==> config.mk <==
export PLATFORM = sky130hd
export DESIGN_NAME = dmem_bridge
export DESIGN_NICKNAME = d
export VERILOG_FILES = /design/src/rtl/dmem_bridge_pkg.sv /design/src/rtl/dmem_addr_map.sv /design/src/rtl/dmem_bridge.sv
export SDC_FILE = /design/constraint.sdc
export NUM_CORES = 1
export LEC_CHECK = 0
export CAP_MARGIN = 10
export CORE_UTILIZATION = 43
export CTS_CLUSTER_SIZE = 30
export DETAILED_ROUTE_END_ITERATION = 12
export GPL_ROUTABILITY_DRIVEN = 0
export HOLD_SLACK_MARGIN = 0.15
export PLACE_DENSITY = 0.84
export SYNTH_ARGS = -nofsm -noshare
export SYNTH_HDL_FRONTEND = slang
export SYNTH_SLANG_ARGS = --single-unit
==> constraint.sdc <==
create_clock -name clk -period 3.6 [get_ports clk]
set_input_delay 0.72 -clock clk [delete_from_list [all_inputs] [get_ports clk]]
set_output_delay 0.72 -clock clk [all_outputs]
set_load 0.02 [all_outputs]
==> src/rtl/dmem_bridge_pkg.sv <==
// Shared types and constants for the data-side memory bridge: FSM encoding,
// kernel-segment address prefixes and the full-word read strobe.
package dmem_bridge_pkg;

    typedef enum logic [1:0] {
        IDLE = 2'd0,
        ADDR = 2'd1,
        DATA = 2'd2,
        DONE = 2'd3
    } bridge_state_e;

    localparam logic [2:0] KSEG0_PREFIX = 3'b100;
    localparam logic [2:0] KSEG1_PREFIX = 3'b101;
    localparam logic [3:0] READ_STRB    = 4'hF;

endpackage

==> src/rtl/dmem_addr_map.sv <==
// Combinational virtual-to-physical translation: kseg0/kseg1 addresses lose
// their top three bits when KSEG_MAP is set, everything else passes through.
module dmem_addr_map
    import dmem_bridge_pkg::*;
#(
    parameter int KSEG_MAP = 1,
    parameter int ADDR_W   = 32
) (
    input  logic [ADDR_W-1:0] vaddr,
    output logic [ADDR_W-1:0] paddr
);

    logic [2:0] segBits;
    logic       isKseg;

    assign segBits = vaddr[ADDR_W-1 -: 3];
    assign isKseg  = (segBits == KSEG0_PREFIX) || (segBits == KSEG1_PREFIX);

    always_comb begin
        paddr = vaddr;
        if ((KSEG_MAP != 0) && isKseg) begin
            paddr[ADDR_W-1 -: 3] = 3'b000;
        end
    end

endmodule

==> src/rtl/dmem_bridge.sv <==
// Bridges the M-stage data access onto a request/response bus, one access at a
// time, and holds the result in DONE until the pipeline is free to advance.
module dmem_bridge
    import dmem_bridge_pkg::*;
#(
    parameter int KSEG_MAP = 1,
    parameter int ADDR_W   = 32
) (
    input  logic              clk,
    input  logic              rst,
    input  logic              cpu_en,
    input  logic [3:0]        cpu_wen,
    input  logic [ADDR_W-1:0] cpu_addr,
    input  logic [31:0]       cpu_wdata,
    output logic [31:0]       cpu_rdata,
    output logic              cpu_stall,
    input  logic              longest_stall,
    output logic              bus_req,
    output logic              bus_wr,
    output logic [3:0]        bus_strb,
    output logic [ADDR_W-1:0] bus_addr,
    output logic [31:0]       bus_wdata,
    input  logic              bus_addr_ok,
    input  logic              bus_data_ok,
    input  logic [31:0]       bus_rdata,
    output logic [1:0]        dbgState
);

    // Handshake: the address phase completes in the cycle bus_req and
    // bus_addr_ok are both high; the response is the single-cycle bus_data_ok
    // pulse that follows (possibly in that same cycle).
    bridge_state_e state, stateNext;
    logic [ADDR_W-1:0] physAddr;
    logic addrHandshake;
    logic loadReq;
    logic respValid;
    logic captureRdata;

    dmem_addr_map #(
        .KSEG_MAP(KSEG_MAP),
        .ADDR_W  (ADDR_W)
    ) u_addr_map (
        .vaddr(cpu_addr),
        .paddr(physAddr)
    );

    assign addrHandshake = (state == ADDR) && bus_addr_ok;
    assign respValid     = bus_data_ok && (addrHandshake || (state == DATA));
    assign captureRdata  = respValid && !bus_wr;
    assign loadReq       = (state == IDLE) && cpu_en;

    assign bus_req   = (state == ADDR);
    assign cpu_stall = cpu_en && (state != DONE);
    assign dbgState  = state;

    always_comb begin
        stateNext = state;
        unique case (state)
            IDLE: if (cpu_en) stateNext = ADDR;
            ADDR: if (bus_addr_ok) stateNext = bus_data_ok ? DONE : DATA;
            DATA: if (bus_data_ok) stateNext = DONE;
            DONE: if (!longest_stall) stateNext = IDLE;
            default: stateNext = IDLE;
        endcase
    end

    always_ff @(posedge clk or negedge rst) begin
        if (!rst) begin
            state <= IDLE;
        end else begin
            state <= stateNext;
        end
    end

    // Request fields are latched once at issue so a CPU that changes its
    // inputs mid-transaction cannot disturb the bus.
    always_ff @(posedge clk or negedge rst) begin
        if (!rst) begin
            bus_wr    <= 1'b0;
            bus_strb  <= 4'h0;
            bus_addr  <= '0;
            bus_wdata <= 32'h0;
        end else if (loadReq) begin
            bus_wr    <= (cpu_wen != 4'h0);
            bus_strb  <= (cpu_wen != 4'h0) ? cpu_wen : READ_STRB;
            bus_addr  <= physAddr;
            bus_wdata <= cpu_wdata;
        end
    end

    always_ff @(posedge clk or negedge rst) begin
        if (!rst) begin
            cpu_rdata <= 32'h0;
        end else if (captureRdata) begin
            cpu_rdata <= bus_rdata;
        end
    end

endmodule

* Yosys cells after proc, flatten, opt, wreduce, memory -nomap -nowiden
Cells that the tools add are included.
Storage, ports and cells: logic and storage cells 35, bits in registers 103
Operators by class: equal/unequal tests 10, reduce and logical (&&, ||, !) cells 11, mux-type cells 8
Operators by type and width (count):
- $mux 2 | 4
- $ne 2x2->1 const B | 4
- $pmux 2 s4 | 1
- $eq 3x3->1 const B | 2
- $logic_and 1x1->1 | 5
- $eq 2x2->1 const B | 2
- $mux 4 | 1
- $reduce_and 4->1 | 1
- $reduce_bool 4->1 | 1
- $mux 3 | 1
- $eq 2x1->1 const B | 1
- $logic_not 2->1 | 1
- $logic_or 1x1->1 | 2
- $ne 2x1->1 const B | 1
- $logic_not 1->1 | 1
- $mux 1 | 1

* Longest topological paths before layout
Gate-level depths: netlist of run 1.
word-level depth 5, mapped depth 7, gate-level depth less buffers 6

* By module
Synthesis of run 1 repeated with hierarchy kept, for this count alone.
Unflattened totals: cell total of the unflattened synthesis 284, area total of the unflattened synthesis 4351.7 um2
Modules (own cells, without submodules):
- dmem_bridge | instances 1, area each 4111.4 um2, cells an instance 251, sequential area each 2577.5 um2
- dmem_addr_map | instances 1, area each 240.2 um2, cells an instance 33, sequential area each 0.0 um2

* Worst setup path after synthesis of run 1
OpenSTA, ideal clock, no wires.
path kind register to register, from register state[0] (netlist: dbgState[0]), to register bus_addr[10], period minus slack after synthesis 1.798 ns, cell stages (with the launch flop) 7, arrival 1.673 ns, required time 3.475 ns, setup slack 1.802 ns, cell sequence dfrtp_1 -> inv_1 -> ha_1 -> nand2_1 -> buf_2 -> buf_2 -> mux2_2
Between the ends: cells in the longest elaborated chain, start to end 2
Ends and longest elaborated chain:
- from (decl) | line dmem_bridge.sv:32 | bridge_state_e state, stateNext;
- from (signal assigned) | line dmem_bridge.sv:71 | state <= stateNext;
- $logic_not 2->1 | line dmem_bridge.sv:50 | assign loadReq = (state == IDLE) && cpu_en;
- $logic_and 1x1->1 | line dmem_bridge.sv:50
- to (signal assigned) | line dmem_bridge.sv:86 | bus_addr <= physAddr;
- to (decl) | line dmem_bridge.sv:21 | output logic [ADDR_W-1:0] bus_addr,
No other way between the ends. A chain may end at the register's enable or synchronous reset.

* Final worst setup path of run 1
from input port cpu_en, to output port cpu_stall
Between the ends: cells in the longest elaborated chain, start to end 1
Ends and longest elaborated chain:
- from (decl) | line dmem_bridge.sv:11 | input logic cpu_en,
- $logic_and 1x1->1 | line dmem_bridge.sv:53 | assign cpu_stall = cpu_en && (state != DONE);
- to (decl) | line dmem_bridge.sv:16 | output logic cpu_stall,
No other way between the ends.

==> flow_metrics.tcl, run 1 <==
set metrics [dict create \
    grt_util_met1_pct 21.6 \
    cts-buffers-inserted 9 \
    num_rows 35 \
    critical_path_arrival_ns 2.01 \
    ant_nets 0 \
    rsz0062_at_grt "no" \
    htreeDepth 3 \
    layout_min_cycle_time_ns 2.73 \
    synth_top_area_share_pct 62.5 \
    postCtsSetupRepairBufs 0 \
    fp.dieW_um 99.9 \
    worstPathRequired_ns 2.88 \
    status "finished clean" \
    synth_cell_types 20 \
    finClkSkew_ns 0.00906 \
    netlist_top_cells_area "dfrtp_1, mux2_2, mux2_4" \
    crit_end "cpu_stall" \
    coreArea_um2 9280 \
    area_growth_pct 59.6 \
    ff2ff_setup_slack_ns 1.42 \
    yosysWarnings 0 \
    max_slew_margin_pct 55.9 \
    period_share_pct 76.0 \
    vias 2825 \
    maxCapViolations 0 \
    clkLatencyLatePin_ns 0.34 \
    synth_top_cell_by_area "dfrtp_1" \
    setup_viol 0 \
    cts_buffer_depth 2 \
    setup.worst_path.class "input pin to output pin" \
    busiest_layer "met2" \
    viasPerCell 4.69 \
    syn_nets 368 \
    track_usage_pct 19.5 \
    pre_cts_slack_ns 0.860 \
    grt_pass1_wl_um 15000 \
    setup_tns_ns 0 \
    power_density_nw_per_um2 929 \
    grt_util_met3_pct 7.38 \
    rr_worst_depth 5 \
    layout_setup_ws_ns 0.866 \
    clockRootBuffer "clkbuf_8" \
    grt_pass1_vias 3023 \
    synth_cells 256 \
    syn_area_per_cell_um2 16.1 \
    cts.sinks 103 \
    seq_area_frac_synth_pct 62.5 \
    drt-initial-drc-count 61 \
    max-vdd-ir-drop_mv 0.522 \
    gr-usage-met2_pct 34.4 \
    r2r_start "dbgState[0]" \
    initial_core_util_pct 44.4 \
    synth-seq-cells 103 \
    synthesis.area_um2 4130 \
    ctsResizeCount 0 \
    p_leak_nw 2.80 \
    cp-startpoint "cpu_en" \
    dieHeight_um 99.9 \
    dr.pass1.iters 4 \
    final_cell_mix "clkdlybuf4s50_1, dfrtp_1, mux2_2, mux2_4, clkbuf_8" \
    grt_start_max_net_pins 104 \
    final_common_cell "clkdlybuf4s50_1" \
    drt-total-wl_um 9530 \
    drt-wirelength-per-cell_um 15.8 \
    tritoncts "done" \
    antenna_found_initial 0 \
    worstSetupEndpointType "output pin" \
    hpwl_um 7170 \
    hold_viol 0 \
    finalMaxSlewViolations 0 \
    nets 582 \
    cp_max_fo 3 \
    cp-start-kind "input pin" \
    reg2reg_to "bus_addr[6]" \
    overflow 0 \
    n_fill_cell 675 \
    drc 0 \
    diodes 0 \
    drive_gt1_share_pct 24.7 \
    tightest_slew_ns 0.659 \
    die-area_um2 9990 \
    path_clk_slew_ns 0.09 \
    io_pins 211 \
    hold_path.class "input pin to asynchronous set/reset pin" \
    fin_hold_ws_ns 0.389 \
    port_buffers 210 \
    max_freq_mhz 366 \
    hold_buffers 0 \
]
-- power by group --
part / internal (mW) / switching [mW] / total [mW]
combinational: 1.81 / 1.45 / 3.26
clock: 0.423 / 0.366 / 0.789
sequential: 1.75 / 0.317 / 2.07
total: 3.99 / 2.13 / 6.12
-- worst min-delay path by stage --
stage | from | to | slack [ns] | cells past startpoint
floorplan | rst | bus_addr[0] | 0.42 | 0
global placement | bus_addr[31] | bus_addr[31] | 0.47 | 2
detailed placement | bus_strb[2] | bus_strb[2] | 0.47 | 2
CTS | rst | cpu_rdata[0] | 0.45 | 2
global route | rst | cpu_rdata[0] | 0.44 | 2
finish | rst | cpu_rdata[0] | 0.39 | 2
-- registers in the layout, summed over array words and instances, names as in the netlist --
signal     cells
bus_addr      32
bus_strb       4
bus_wdata     32
bus_wr         1
cpu_rdata     32
dbgState       2
-- stage by stage --
stage	power [mW]	util, %	cells	cell area [µm²]
finish	6.12	70.9	602	6580
global route	6.45	70.9	602	6580
CTS	6.20	70.9	602	6580
detailed placement	5.38	68.6	588	6360
global placement	5.28	68.6	588	6360
floorplan	3.82	-	256	4130
-- synth_stat cells, drive strengths merged --
| cell | instances |
|---|---|
| nor2b | 1 |
| dfrtp | 103 |
| buf | 11 |
| nand2b | 2 |
| nor3 | 4 |
| nor2 | 5 |
| nand2 | 10 |
| nor4 | 1 |
| mux2 | 95 |
| or3 | 1 |
| ha | 6 |
| a21oi | 1 |
| inv | 4 |
| o21ai | 9 |
| a211oi | 1 |
| nor3b | 1 |
| o2111ai | 1 |
-- routing by layer --
metal	wire, µm	up-vias	share of wire (%)
li1	-	1315	-
met1	3570	1360	37
met2	4860	134	51
met3	899	16	9.4
met4	205	0	2.2
met5	0	-	0
-- worst max-delay path: stages --
cell and delay [ns]:
clkdlybuf4s50_1 0.51, nor2b_1 0.15, clkdlybuf4s50_1 0.64
-- area by class of cell --
| type | count | area [µm²] | area share, % |
|---|---|---|---|
| Inverter | 4 | 15.0 | 0.228 |
| Sequential cell | 103 | 2580 | 39.1 |
| Timing Repair Buffer | 214 | 2150 | 32.7 |
| Multi-Input combinational cell | 138 | 1460 | 22.1 |
| Tap cell | 129 | 161 | 2.45 |
| Clock buffer | 11 | 151 | 2.30 |
| Clock inverter | 3 | 67.6 | 1.03 |
-- logic make-up (layout without fill, tap and decap cells) --
| logic type | after synthesis | count (layout) | share of synthesized area [%] |
|---|---|---|---|
| muxes | 95 | 95 | 28.7 |
| adders and majority gates | 6 | 6 | 1.82 |
| buffers and inverters | 15 | 232 | 2.27 |
| AOI/OAI and AO/OA | 12 | 12 | 1.70 |
| and+or+nand+nor | 25 | 25 | 3.06 |
| DFF | 103 | 103 | 62.5 |
Power figures use the tool's default switching activity.
==> run 2, diff against run 1 <==
Settings changed: CORE_UTILIZATION 43 to 40, PLACE_DENSITY 0.84 to 0.79.
Clock period 3.6 ns to 2.61 ns, I/O delays scaled along.
==> flow_metrics.tcl, run 2 (synthesis results as in run 1) <==
set metrics [dict create \
    status "finished clean" \
    dr.pass1.iters 4 \
    cp_max_fo 6 \
    worstPathRequired_ns 2.09 \
    path_clk_slew_ns 0.10 \
    grt_start_max_net_pins 77 \
    port_buffers 210 \
    min_delay_path_depth 2 \
    worstSetupEndpointType "output pin" \
    grt_pass1_wl_um 16400 \
    worst_path_max_delay_cell "clkdlybuf4s50_1" \
    area_growth_pct 60.2 \
    drc 0 \
    final_core_util_pct 67.0 \
    placed_area_um2 6390 \
    reg2reg_to "cpu_rdata[0]" \
    n_fill_cell 691 \
    clkLatencyLatePin_ns 0.36 \
    hold_viol 0 \
    final_cell_mix "clkdlybuf4s50_1, dfrtp_1, mux2_2, mux2_4, clkbuf_8" \
    diodes 0 \
    ant_nets 0 \
    ctsResizeCount 0 \
    max_stage_delay_ns 0.61 \
    rr_worst_depth 6 \
    drt-total-wl_um 10000 \
    max_freq_mhz 432 \
    r2r_start "dbgState[1]" \
    ff2ff_setup_slack_ns 0.75 \
    crit_end "cpu_stall" \
    setup_tns_ns 0 \
    path_cells "ha_1, nor2b_1, clkdlybuf4s50_1" \
    track_usage_pct 19.7 \
    cts.sinks 103 \
    hold_buffers 1 \
    hpwl_um 7440 \
    vias 2886 \
    num_rows 36 \
    nets 584 \
    reg_top3 "bus_addr (32), bus_wdata (32), cpu_rdata (32)" \
    cp-startpoint "dbgState[0]" \
    cts_buffer_depth 2 \
    overflow 0 \
    max-vdd-ir-drop_mv 0.647 \
    setup_viol 0 \
    layout_setup_ws_ns 0.296 \
    hold_path.class "flip-flop to flip-flop" \
    finalMaxSlewViolations 0 \
    rsz0062_at_grt "no" \
    p_leak_nw 2.81 \
    antenna_found_initial 0 \
    fp.dieW_um 104 \
    tritoncts "done" \
    maxCapViolations 0 \
    finClkSkew_ns 0.00937 \
    fin_area_um2 6610 \
    die-area_um2 10700 \
    cp-start-kind "flip-flop" \
    htreeDepth 3 \
    drt-wirelength-per-cell_um 16.4 \
    stdcell_count 610 \
    io_pins 211 \
    drt-initial-drc-count 47 \
    viasPerCell 4.73 \
    dp_cells 593 \
    coreArea_um2 9860 \
    grt_pass1_vias 3151 \
    dieHeight_um 104 \
    drive_gt1_share_pct 25.2 \
    final_common_cell "clkdlybuf4s50_1" \
    pre_cts_slack_ns 0.318 \
    initial_core_util_pct 41.8 \
    critical_path_arrival_ns 1.79 \
    setup.worst_path.class "flip-flop to output pin" \
    power_density_nw_per_um2 1270 \
    max_slew_margin_pct 66.3 \
    postCtsSetupRepairBufs 0 \
    tightest_slew_ns 0.505 \
    clockRootBuffer "clkbuf_8" \
    layout_min_cycle_time_ns 2.31 \
    period_share_pct 88.7 \
    cts-buffers-inserted 9 \
]
## run 2: changes by cell type in the layout (fill, tap and decap cells not counted)
cell and change:
buf_12 +1, bufinv_16 -1, clkinv_2 +2, clkinv_4 +1, dlygate4sd3_1 +1
## run 2: layout make-up
type	count	area (µm²)	share of cell area, %
Tap cell	133	166	2.52
Multi-Input combinational cell	138	1460	22.0
Inverter	4	15.0	0.227
Timing Repair Buffer	216	2180	33.1
Clock inverter	5	56.3	0.852
Clock buffer	11	151	2.29
Sequential cell	103	2580	39.0
## run 2: metal layers
layer	up-vias	part of all wire (%)	track usage, %
met1	1420	39	22.4
met4	0	2.0	7.45
met2	133	51	34.0
met3	18	7.9	6.92
met5	-	0	0
li1	1315	-	-
## run 2: critical path, delay by kind of cell, from the launching register on
| family | cells | cell delay [ns] |
|---|---|---|
| buffers and inverters | 1 | 0.61 |
| flip-flops | 1 | 0.46 |
| adder cells (fa/ha/maj) | 1 | 0.25 |
| AND/OR/NAND/NOR | 1 | 0.11 |
## run 2: through the flow
step | hold slack, ns | power, mW
after global placement | 0.466 | 7.31
after detailed placement | 0.473 | 7.44
after CTS | 0.496 | 8.52
final | 0.490 | 8.41
after floorplan | 0.226 | 5.27
after global routing | 0.509 | 8.85
## run 2: how the worst min path moves through the flow
stage                      startpoint     endpoint
after floorplan                   rst  bus_addr[0]
after global placement    bus_strb[2]  bus_strb[2]
after global routing      bus_strb[0]  bus_strb[0]
after detailed placement  bus_strb[0]  bus_strb[0]
final                     bus_strb[0]  bus_strb[0]
after CTS                 bus_strb[0]  bus_strb[0]
## run 2: power breakdown
part           total [mW]  switching, mW  internal, mW  leakage [nW]
combinational        4.52           2.00          2.51          1.48
clock                1.03          0.532         0.494         0.105
sequential           2.87          0.455          2.41          1.22
